--- src/rtl/m_unit_iter.sv ---
// m_unit_iter: iterative RV32M-style execute unit (MUL/MULH/MULHSU/MULHU/DIV/DIVU/REM/REMU).
// Holds one operation at a time. Operands become magnitudes when the op is accepted.
// Multiplication is shift-add, MUL_STEP multiplier bits per cycle.
// Division is restoring, one quotient bit per cycle.
// A single FIXUP cycle then applies the result signs.
// Divide-by-zero and signed overflow are resolved when the op is accepted.
module m_unit_iter #(
    parameter int XLEN     = 32,
    parameter int MUL_STEP = 1
) (
    input  logic            clk,
    input  logic            rst_n,
    input  logic            in_valid,
    output logic            in_ready,
    input  logic [2:0]      op,
    input  logic [XLEN-1:0] operand_a,
    input  logic [XLEN-1:0] operand_b,
    input  logic            flush,
    output logic            out_valid,
    input  logic            out_ready,
    output logic [XLEN-1:0] out_result,
    output logic            busy
);

    localparam int MUL_CYC = XLEN / MUL_STEP;
    localparam int CW      = $clog2(XLEN) + 1;
    localparam logic [CW-1:0]   MUL_LAST = CW'(MUL_CYC - 1);
    localparam logic [CW-1:0]   DIV_LAST = CW'(XLEN - 1);
    localparam logic [XLEN-1:0] MIN_INT  = {1'b1, {(XLEN-1){1'b0}}};

    typedef enum logic [2:0] {S_IDLE, S_MUL, S_DIV, S_FIXUP, S_DONE} state_t;

    state_t state_reg, state_next;

    logic [2*XLEN-1:0] acc_reg, mcand_reg;
    logic [XLEN-1:0]   mplier_reg, rem_reg, quo_reg, divisor_reg, result_reg;
    logic [CW-1:0]     cnt_reg;
    logic [2:0]        op_reg;
    logic              a_neg_reg, b_neg_reg;

    logic              signed_a, signed_b, a_neg, b_neg;
    logic              div_zero, div_ovf, special, accept;
    logic [XLEN-1:0]   a_mag, b_mag, special_val;

    logic [2*XLEN-1:0] pp [MUL_STEP];
    logic [2*XLEN-1:0] mul_add, prod_fix;
    logic [XLEN:0]     rem_shift, rem_diff;
    logic              rem_ge, res_neg;
    logic [XLEN-1:0]   quo_fix, rem_fix, fix_result;

    assign in_ready   = (state_reg == S_IDLE);
    assign busy       = (state_reg != S_IDLE);
    assign out_valid  = (state_reg == S_DONE);
    assign out_result = result_reg;
    assign accept     = in_valid && in_ready && !flush;

    // Decode of a new request: signedness, magnitudes and the cases that bypass the datapath
    always_comb begin
        signed_a    = op[2] ? !op[0] : (op[1:0] != 2'b11);
        signed_b    = op[2] ? !op[0] : !op[1];
        a_neg       = signed_a && operand_a[XLEN-1];
        b_neg       = signed_b && operand_b[XLEN-1];
        a_mag       = a_neg ? -operand_a : operand_a;
        b_mag       = b_neg ? -operand_b : operand_b;
        div_zero    = op[2] && (operand_b == '0);
        div_ovf     = op[2] && !op[0] && (operand_a == MIN_INT) && (operand_b == {XLEN{1'b1}});
        special     = div_zero || div_ovf;
        special_val = '0;
        if (div_zero) begin
            special_val = op[1] ? operand_a : {XLEN{1'b1}};
        end else if (div_ovf) begin
            special_val = op[1] ? '0 : MIN_INT;
        end
    end

    // One partial product per multiplier bit retired this cycle
    genvar gi;
    generate
        for (gi = 0; gi < MUL_STEP; gi++) begin : g_pp
            assign pp[gi] = mplier_reg[gi] ? (mcand_reg << gi) : '0;
        end
    endgenerate

    // Per-cycle step values for both iterative engines, plus the sign fixup
    always_comb begin
        mul_add = '0;
        for (int j = 0; j < MUL_STEP; j++) begin
            mul_add = mul_add + pp[j];
        end
        rem_shift  = {rem_reg, quo_reg[XLEN-1]};
        rem_ge     = (rem_shift >= {1'b0, divisor_reg});
        rem_diff   = rem_shift - {1'b0, divisor_reg};
        res_neg    = a_neg_reg ^ b_neg_reg;
        prod_fix   = res_neg ? -acc_reg : acc_reg;
        quo_fix    = res_neg ? -quo_reg : quo_reg;
        rem_fix    = a_neg_reg ? -rem_reg : rem_reg;
        if (op_reg[2]) begin
            fix_result = op_reg[1] ? rem_fix : quo_fix;
        end else begin
            fix_result = (op_reg[1:0] == 2'b00) ? prod_fix[XLEN-1:0] : prod_fix[2*XLEN-1:XLEN];
        end
    end

    // State register
    always_ff @(posedge clk) begin
        if (!rst_n) begin
            state_reg <= S_IDLE;
        end else begin
            state_reg <= state_next;
        end
    end

    // Next-state logic; flush wins over everything except reset
    always_comb begin
        state_next = state_reg;
        case (state_reg)
            S_IDLE:  if (accept) state_next = special ? S_DONE : (op[2] ? S_DIV : S_MUL);
            S_MUL:   if (cnt_reg == MUL_LAST) state_next = S_FIXUP;
            S_DIV:   if (cnt_reg == DIV_LAST) state_next = S_FIXUP;
            S_FIXUP: state_next = S_DONE;
            S_DONE:  if (out_ready) state_next = S_IDLE;
            default: state_next = S_IDLE;
        endcase
        if (flush) begin
            state_next = S_IDLE;
        end
    end

    // Datapath: latch at accept, iterate in MUL/DIV, sign-correct in FIXUP
    always_ff @(posedge clk) begin
        if (!rst_n) begin
            acc_reg     <= '0;
            mcand_reg   <= '0;
            mplier_reg  <= '0;
            rem_reg     <= '0;
            quo_reg     <= '0;
            divisor_reg <= '0;
            result_reg  <= '0;
            cnt_reg     <= '0;
            op_reg      <= '0;
            a_neg_reg   <= 1'b0;
            b_neg_reg   <= 1'b0;
        end else begin
            case (state_reg)
                S_IDLE: begin
                    if (accept) begin
                        op_reg      <= op;
                        a_neg_reg   <= a_neg;
                        b_neg_reg   <= b_neg;
                        acc_reg     <= '0;
                        mcand_reg   <= {{XLEN{1'b0}}, a_mag};
                        mplier_reg  <= b_mag;
                        rem_reg     <= '0;
                        quo_reg     <= a_mag;
                        divisor_reg <= b_mag;
                        cnt_reg     <= '0;
                        if (special) begin
                            result_reg <= special_val;
                        end
                    end
                end
                S_MUL: begin
                    acc_reg    <= acc_reg + mul_add;
                    mcand_reg  <= mcand_reg << MUL_STEP;
                    mplier_reg <= mplier_reg >> MUL_STEP;
                    cnt_reg    <= cnt_reg + CW'(1);
                end
                S_DIV: begin
                    rem_reg <= rem_ge ? rem_diff[XLEN-1:0] : rem_shift[XLEN-1:0];
                    quo_reg <= {quo_reg[XLEN-2:0], rem_ge};
                    cnt_reg <= cnt_reg + CW'(1);
                end
                S_FIXUP: begin
                    result_reg <= fix_result;
                end
                default: ;
            endcase
        end
    end

endmodule

--- config.mk ---
export PLATFORM = sky130hd
export DESIGN_NAME = m_unit_iter
export DESIGN_NICKNAME = d
export VERILOG_FILES = /design/src/rtl/m_unit_iter.sv
export SDC_FILE = /design/constraint.sdc
export NUM_CORES = 1
export LEC_CHECK = 0
export CAP_MARGIN = 20
export CORE_MARGIN = 3
export CORE_UTILIZATION = 35
export CTS_BUF_LIST = sky130_fd_sc_hd__clkbuf_4 sky130_fd_sc_hd__clkbuf_8
export CTS_CLUSTER_DIAMETER = 80
export DETAILED_ROUTE_END_ITERATION = 8
export GPL_ROUTABILITY_DRIVEN = 0
export GPL_TIMING_DRIVEN = 0
export HOLD_SLACK_MARGIN = 0.03
export SLEW_MARGIN = 20
export SYNTH_ARGS = -nofsm -noshare
export SYNTH_HDL_FRONTEND = slang
export SYNTH_SLANG_ARGS = --single-unit
--- constraint.sdc ---
create_clock -name clk -period 7.9 [get_ports clk]
set_input_delay 1.58 -clock clk [delete_from_list [all_inputs] [get_ports clk]]
set_output_delay 1.58 -clock clk [all_outputs]
set_load 0.02 [all_outputs]
# Word-level counts from Yosys, hierarchy flattened
# Cells that the tools add are included.
dict set report op_classes {
  add_sub_neg 8
  n_lt_le_gt_ge 1
  eq_ne 12
  muxes 37
  bitwise 2
  reduce_logical 28
}
# operator n
set op_table {}
lappend op_table {{$mux W32} 17}
lappend op_table {{$mux W64} 4}
lappend op_table {{$pmux W32 S2} 4}
lappend op_table {{$pmux W64 S2} 2}
lappend op_table {{$neg A32 Y32} 4}
lappend op_table {{$add A64 B64 Y64} 1}
lappend op_table {{$eq A32 B32 Y1 const B} 2}
lappend op_table {{$neg A64 Y64} 1}
lappend op_table {{$ge A33 B32 Y1} 1}
lappend op_table {{$logic_not A32 Y1} 1}
lappend op_table {{$sub A32 B32 Y32} 1}
lappend op_table {{$mux W3} 4}
lappend op_table {{$pmux W3 S4} 1}
lappend op_table {{$pmux W6 S2} 1}
lappend op_table {{$logic_and A1 B1 Y1} 8}
lappend op_table {{$ne A2 B1 Y1 const B} 4}
lappend op_table {{$reduce_and A2 Y1} 4}
lappend op_table {{$reduce_bool A2 Y1} 4}
lappend op_table {{$add A6 B1 Y6 const B} 1}
lappend op_table {{$eq A3 B2 Y1 const B} 2}
lappend op_table {{$eq A6 B5 Y1 const B} 1}
lappend op_table {{$mux W6} 1}
lappend op_table {{$reduce_and A3 Y1} 2}
lappend op_table {{$reduce_or A2 Y1} 2}
lappend op_table {{other kinds (12)} 15}
dict set report totals {
  reg_bits 302
  inputBits 72
  output_inout_bits 35
}

# Logic depth before layout (Yosys ltp)
# Gate-level depths: netlist of the first run.
dict set report logic_depth {
  word_depth 9
  ltp_mapped 16
}

# Least setup slack after synthesis of the first run
# OpenSTA, ideal clock, no wires.
dict set report synth_path {
  path_kind {input port to flip-flop}
  startpoint {in operand_b[6]}
  endpoint {reg result_reg[25] (netlist: out_result[25])}
  setup_ns 0.124
  arrival_ns 3.855
  t_required_ns 7.776
  path_slack_ns 3.920
  path_stages 11
  n_path_buf 1
  path_cell_list {or4_1 -> nor4_2 -> nand2b_1 -> nor4_2 -> nand2_1 -> o21a_1 -> nand2b_4 -> and2_1 -> buf_2 -> o311ai_1 -> a21oi_1}
}
dict set report synth_between {
  elab_chain_cells 7
  elab_cells_between_ends 12
  cone_classes {2 x eq/ne; 5 x mux; 5 x reduce/logical}
}
# element line
set synth_rtl {}
lappend synth_rtl {{start, declared} 17} ;# input logic [XLEN-1:0] operand_b,
lappend synth_rtl {{$eq A32 B32 Y1} 66} ;# div_ovf = op[2] && !op[0] && (operand_a == MIN_INT) && (operand_b == {XLEN{1'b1}});
lappend synth_rtl {{$logic_and A1 B1 Y1} 66}
lappend synth_rtl {{$mux W32} 71} ;# end else if (div_ovf) begin
lappend synth_rtl {{$mux W32} 69} ;# if (div_zero) begin
lappend synth_rtl {{$mux W32} 157} ;# if (special) begin
lappend synth_rtl {{$mux W32} 146} ;# if (accept) begin
lappend synth_rtl {{$pmux W32 S2} 144} ;# case (state_reg)
lappend synth_rtl {{end signal, assigned} 158} ;# result_reg <= special_val;
lappend synth_rtl {{end signal, assigned} 174} ;# result_reg <= fix_result;
lappend synth_rtl {{end, declared} 36} ;# logic [XLEN-1:0] mplier_reg, rem_reg, quo_reg, divisor_reg, result_reg;
# Parallel ways exist; a longest one is shown, timed or not. The select of a mux whose other input is x is not followed.
# A chain may end at the register's enable or synchronous reset.

# Worst setup path after layout of the first run
dict set report layout_path {
  startpoint {in operand_a[0]}
  endpoint {reg result_reg[1] (netlist: out_result[1])}
}
dict set report layout_between {
  elab_chain_cells 8
  elab_cells_between_ends 11
  cone_classes {2 x eq/ne; 5 x mux; 4 x reduce/logical}
}
# element line
set layout_rtl {}
lappend layout_rtl {{start, declared} 16} ;# input logic [XLEN-1:0] operand_a,
lappend layout_rtl {{$eq A32 B32 Y1 (*)} 66}
lappend layout_rtl {{$logic_and A1 B1 Y1 (*) (2 in a row)} 66}
lappend layout_rtl {{$mux W32} 71}
lappend layout_rtl {{$mux W32} 69}
lappend layout_rtl {{$mux W32} 157}
lappend layout_rtl {{$mux W32} 146}
lappend layout_rtl {{$pmux W32 S2} 144}
# Mark *: on every way between the ends. The rest lies on a longest branch, timed or not. The select of a mux whose other input is x is not followed.

==> metrics, run 1 <==
post-synthesis cell area=between 0.02 and 0.025 mm²; commonest non-fill, non-tap cell in the layout=nor2_1; Hold Violations, Final=0; DRT Pass-1 Iters=8; Clock Pin Slew Worst Setup and Hold Paths=about 0.06 ns; Clk pwr share=0.416; outcome=completed; die span in y=258 µm; Via density=around 5.9; Initial Utilization=0.356; Post-Syn Instances=slightly below 3000; hold path cells=1; Leak=just under 10 nW; pin count of the biggest net entering global routing=14; net switching power=1.31 mW; Gate power share=0.194; CP max FO=9; share of power burned in registers=0.390; Ports=between 100 and 150; Rows=91; DRT antenna net count=0; Hold EP=cnt_reg[5]; All-Layer GR Usage=0.261; htree depth=2; DRC viols=0; Max-Cap Viols=0; reg-to-reg slack, setup=2.95 ns; internal power=about 2.8 mW; Setup crit start kind=input pin; maximum resistive drop on vdd=~0.11 mV; CTS tree=built; kind of critical path=input pin to register; Synth Flop Type=dfxtp_1; DIE WIDTH=roughly 260 µm; clk_lat worst skew=roughly 0.70 ns; vias in the first global route=approximately 22000; Max clock buf depth=3; DP Cell Count=3928; RSZ-0062 raised after global routing=false; WL/cell=~23 µm; class of the worst hold path=register to register; fin crit period=~5.2 ns; min-delay src=cnt_reg[5]; power density cells=162 mW/mm²; area delta synth->final=15.2%; Final period util=0.657; FF/Latch Area=0.00605 mm²; crit end category=register; first-pass GRT wire length=134 mm; syn_nets=about 3200; initial antenna violation count=3; # hold bufs at CTS=0; fraction of registers with async set/reset=0; HPWL Detailed=between 70 and 80 mm; # resized after CTS=0; commonest non-fill, non-tap cells in the layout=nor2_1 (312), dfxtp_1 (302), nand2_1 (297); Worst Path Required=between 8 and 9 ns; Core Util, Final=0.411; Die ar.=roughly 0.066 mm²; Slew Limit Fails=0; Worst path top cell family by delay=simple AND/OR/NAND/NOR gates; peak per-stage delay on the critical path=0.81 ns; share of post-route cells with drive strength above 1=0.0467; fmax=a little under 200 MHz; worst reg2reg path depth=15; Synth warnings=0; clk_skew=just over 0.05 ns; reg2reg start=mplier_reg[0]; RR Endpoint=acc_reg[53]; Max transition margin=0.283; Setup violations, final=0; Initial DRC Count=between 2000 and 3000; non-filler cells, final=4027; IO buf count=roughly 110; most frequent CP cell=nand3_1; post-CTS setup buffers=0; EDFF count, synth=0; Worst Tran Pin Value=between 1 and 1.5 ns; GRT overflow=0; slowest CP cell=clkdlybuf4s50_1; Switching Share=0.316; CTS root buf=clkbuf_8; vias after detailed routing=about 24000; core area=between 0.06 and 0.07 mm²; area of the multi-input gates=~0.015 mm²; register area share after synthesis=0.273; synthesized flop and latch total=302; Setup TNS=0 ns; NumNets Final=3324; total wire length=about 90 mm; post-synthesis cell type count=83; crit path cell chain=clkdlybuf4s50_1 > inv_1 > ha_1 > nand3_1 > nor3_1 > nand3_1 > o21a_1 > nand2b_4 > and2_1 > buf_2 > a221oi_1 > a21oi_1; Tot Pwr=slightly above 4 mW; clock net sink count=a little over 300; Crit path arrival time=5.72 ns; Worst Path Buf+Inv=3; FILL cells=about 6600; CTS Buf Count=55; Syn Area/Cell=between 7 and 8 µm²
==> worst max path at each step <==
stage                           endpoint           from  cells past startpoint
after CTS                 out_result[25]   operand_a[0]                     12
after global routing         acc_reg[60]  mplier_reg[0]                     16
final                      out_result[1]   operand_a[0]                     12
after floorplan           out_result[25]   operand_b[6]                     11
after global placement     out_result[1]  operand_a[24]                     10
after detailed placement  out_result[25]   operand_a[0]                     12
==> power groups by stage <==
stage / Sequential (mW) / Combinational (mW) / Clock, mW
5_1_grt: 1.62 / 0.862 / 1.80
3_5_place_dp: 1.65 / 0.775 / 0
6_report: 1.62 / 0.806 / 1.73
2_1_floorplan: 1.63 / 0.519 / 0
3_3_place_gp: 1.65 / 0.774 / 0
4_1_cts: 1.61 / 0.779 / 1.74
==> routing by layer <==
layer,routed length [µm],up-vias,track usage
li1,-,11167,-
met1,40400,11340,0.372
met2,36000,1141,0.366
met3,11000,178,0.0848
met4,3080,6,0.0841
met5,218,-,0.0234
==> through the flow <==
stage / cell area [µm²] / hold slack, ns / worst slack (ns)
finish: 25500 / 0.421 / 2.71
global route: 25500 / 0.451 / 2.72
CTS: 25500 / 0.425 / 3.01
detailed placement: 24300 / 0.417 / 2.31
global placement: 24300 / 0.415 / 1.69
floorplan: 22200 / 0.403 / 3.92
==> area by class of cell <==
type	instances	area share
inverter	80	0.0118
clock inverter	17	0.00745
timing repair buffer	107	0.0418
tap	837	0.0410
buffer	191	0.0293
sequential	302	0.237
clock buffer	80	0.0412
antenna	2	0.000196
multi-input combinational	2411	0.591
==> logic make-up (layout without fill, tap and decap cells) <==
group | count (synthesis) | count (layout) | share of synthesized area
AND/OR/NAND/NOR | 1062 | 1062 | 0.232
AO/OA/AOI/OAI | 960 | 960 | 0.274
flip-flops | 302 | 302 | 0.273
buffers and inverters | 271 | 475 | 0.0473
XOR/XNOR | 257 | 257 | 0.102
adder cells (fa/ha/maj) | 104 | 104 | 0.0594
multiplexers | 28 | 28 | 0.0127
other | 0 | 2 | 0
==> synth_stat cells, drive strengths merged, types with 26 or more instances <==
cell / n / area (µm²)
mux2i: 27 / 270
xnor2: 131 / 1150
o21ai: 245 / 1230
ha: 102 / 1280
or3: 28 / 180
nand4: 33 / 206
nor3: 61 / 333
xor2: 126 / 1100
dfxtp: 302 / 6050
a21oi: 279 / 1400
inv: 80 / 300
o211ai: 30 / 225
a31oi: 53 / 332
and3: 34 / 213
nand2b: 26 / 170
a21o: 48 / 360
a211oi: 40 / 300
o31ai: 45 / 343
buf: 38 / 173
nor2: 312 / 1170
a221oi: 59 / 517
nand3: 97 / 510
and2: 76 / 475
nand2: 298 / 1120
a22oi: 33 / 248
clkbuf: 153 / 574
No activity file was read; power rests on OpenSTA's default activity.
==> run 2, diff against run 1 <==
Clock period 7.9 ns to 4.72 ns, I/O delays scaled along.
==> run 2 against run 1 <==
  * Sequential share of layout area about the same
  * Wire length about the same
  * Non-clock buffer count unchanged
  * Cell area about the same
  * Critical endpoint is now out_result[25]
  * Core utilization about the same
  * Setup slack worse by 2.5 ns
  * Largest cell class unchanged
  * Count of clock-buffer cells in the layout unchanged
  * Clock power up 66%
==> metrics, run 2 (synthesized netlist as in run 1, its figures left out) <==
Final period util=0.965; kind of critical path=input pin to register; Rows=around 90; DRC viols=0; non-filler cells, final=between 4000 and 5000; Switching Share=0.315; NumNets Final=about 3300; area delta synth->final=15.3%; Max clock buf depth=3; crit path cell chain=clkdlybuf4s50_1 > inv_1 > ha_1 > nand3_1 > nor3_1 > nand3_1 > o21a_1 > nand2b_4 > and2_1 > buf_2 > o311ai_1 > a21oi_1; net switching power=about 2.2 mW; slowest CP cell=clkdlybuf4s50_1; WL/cell=~23 µm; internal power=around 4.7 mW; Clock Pin Slew Worst Setup and Hold Paths=approximately 0.060 ns; Max-Cap Viols=0; Worst path top cell family by delay=simple AND/OR/NAND/NOR gates; class of the worst hold path=register to register; Max transition margin=0.278; total wire length=slightly above 90 mm; Setup TNS=0 ns; first-pass GRT wire length=roughly 130 mm; outcome=completed; Worst Path Required=approximately 5.3 ns; All-Layer GR Usage=0.261; DRT Pass-1 Iters=6; FILL cells=about 6600; vias in the first global route=~22000; commonest non-fill, non-tap cells in the layout=nor2_1 (312), dfxtp_1 (302), nand2_1 (297); Critical path origin=operand_a[0]; Die ar.=between 0.06 and 0.07 mm²; Hold WS=between 0.4 and 0.5 ns; CTS Buf Count=55; RSZ-0062 raised after global routing=false; HPWL Detailed=slightly above 70 mm; Gate power share=0.195; Setup violations, final=0; Ports=107; Initial DRC Count=roughly 3000; reg2reg start=mplier_reg[0]; Hold Violations, Final=0; reg-to-reg slack, setup=between 0.2 and 0.25 ns; fmax=220 MHz; clock net sink count=302; min-delay src=cnt_reg[5]; peak per-stage delay on the critical path=slightly above 0.8 ns; DIE WIDTH=approximately 260 µm; pin count of the biggest net entering global routing=14; Initial Utilization=0.356; CTS tree=built; Crit path arrival time=between 5 and 6 ns; clk_lat worst skew=~0.69 ns; die span in y=258 µm; CP max FO=9; DRT antenna net count=0; vias after detailed routing=between 20000 and 25000; commonest non-fill, non-tap cell in the layout=nor2_1; Leak=around 9.7 nW; Tot Pwr=around 7 mW; clk_skew=between 0.05 and 0.06 ns; Worst Path Buf+Inv=3; Via density=a little under 6; fin crit period=about 4.6 ns; initial antenna violation count=3; FF/Latch Area=a little over 0.006 mm²; Setup crit start kind=input pin; crit end category=register; Clk pwr share=0.415; share of power burned in registers=0.390; area of the multi-input gates=0.0151 mm²; CTS root buf=clkbuf_8; Slew Limit Fails=0; htree depth=2; DP Cell Count=roughly 4000; post-CTS setup buffers=0; core area=a little over 0.06 mm²; maximum resistive drop on vdd=0.188 mV; IO buf count=approximately 110; most frequent CP cell=nand3_1; GRT overflow=0; power density cells=271 mW/mm²; Worst Tran Pin Value=about 1.1 ns; share of post-route cells with drive strength above 1=0.0480
==> run 2: cell types whose count changed in the layout (fill, tap and decap cells not counted) <==
| cell | previous run | this run |
|---|---|---|
| clkbuf_2 | 0 | 1 |
| nor3_1 | 57 | 56 |
| nor3_2 | 2 | 3 |
| clkbuf_1 | 153 | 152 |
| a41oi_2 | 0 | 1 |
| o31ai_1 | 44 | 43 |
| a41oi_1 | 13 | 12 |
| o31ai_2 | 1 | 2 |
==> run 2: layout make-up <==
cell class / instances / area share
multi-input cells: 2411 / 0.591
flip-flops and latches: 302 / 0.237
repair buffers: 107 / 0.0417
clock buffers: 80 / 0.0411
well taps: 837 / 0.0410
plain buffers: 191 / 0.0293
inverters: 80 / 0.0118
clock inverters: 17 / 0.00744
diodes: 2 / 0.000196
==> run 2: per-stage QoR <==
step	util	setup WS (ns)	area (µm²)
floorplan	-	1.34	22200
global placement	0.390	-0.853	24300
detailed placement	0.391	-0.230	24300
CTS	0.410	0.200	25500
global route	0.411	0.000682	25500
finish	0.411	0.167	25500
==> run 2: routing by layer <==
layer | up-vias | track usage | wire length [µm] | share of wire
li1 | 11175 | - | - | -
met1 | 11333 | 0.372 | 40600 | 0.45
met2 | 1167 | 0.367 | 35800 | 0.40
met3 | 193 | 0.0847 | 10900 | 0.12
met4 | 6 | 0.0833 | 3210 | 0.035
met5 | - | 0.0234 | 218 | 0.0024
==> run 2: power groups by stage <==
| stage | logic, mW | registers (mW) | clock network [mW] |
|---|---|---|---|
| after floorplan | 0.868 | 2.73 | 0 |
| after global routing | 1.44 | 2.71 | 3.02 |
| after global placement | 1.30 | 2.75 | 0 |
| after detailed placement | 1.30 | 2.76 | 0 |
| final | 1.35 | 2.70 | 2.88 |
| after CTS | 1.30 | 2.70 | 2.91 |
==> run 2: path summary, 6_finish.rpt <==
kind | endpoint | cells after the start
setup / recovery | out_result[25] | 12
setup reg to reg | acc_reg[53] | 15
hold reg to reg | cnt_reg[5] | 1
hold / removal | cnt_reg[5] | 1
==> run 2: timing repair <==
item                                    4_1_cts  5_1_grt
cloned                                        0        0
gates resized for setup                       1        3
endpoints found under the setup margin        3        5
hold buffers                                  0        0
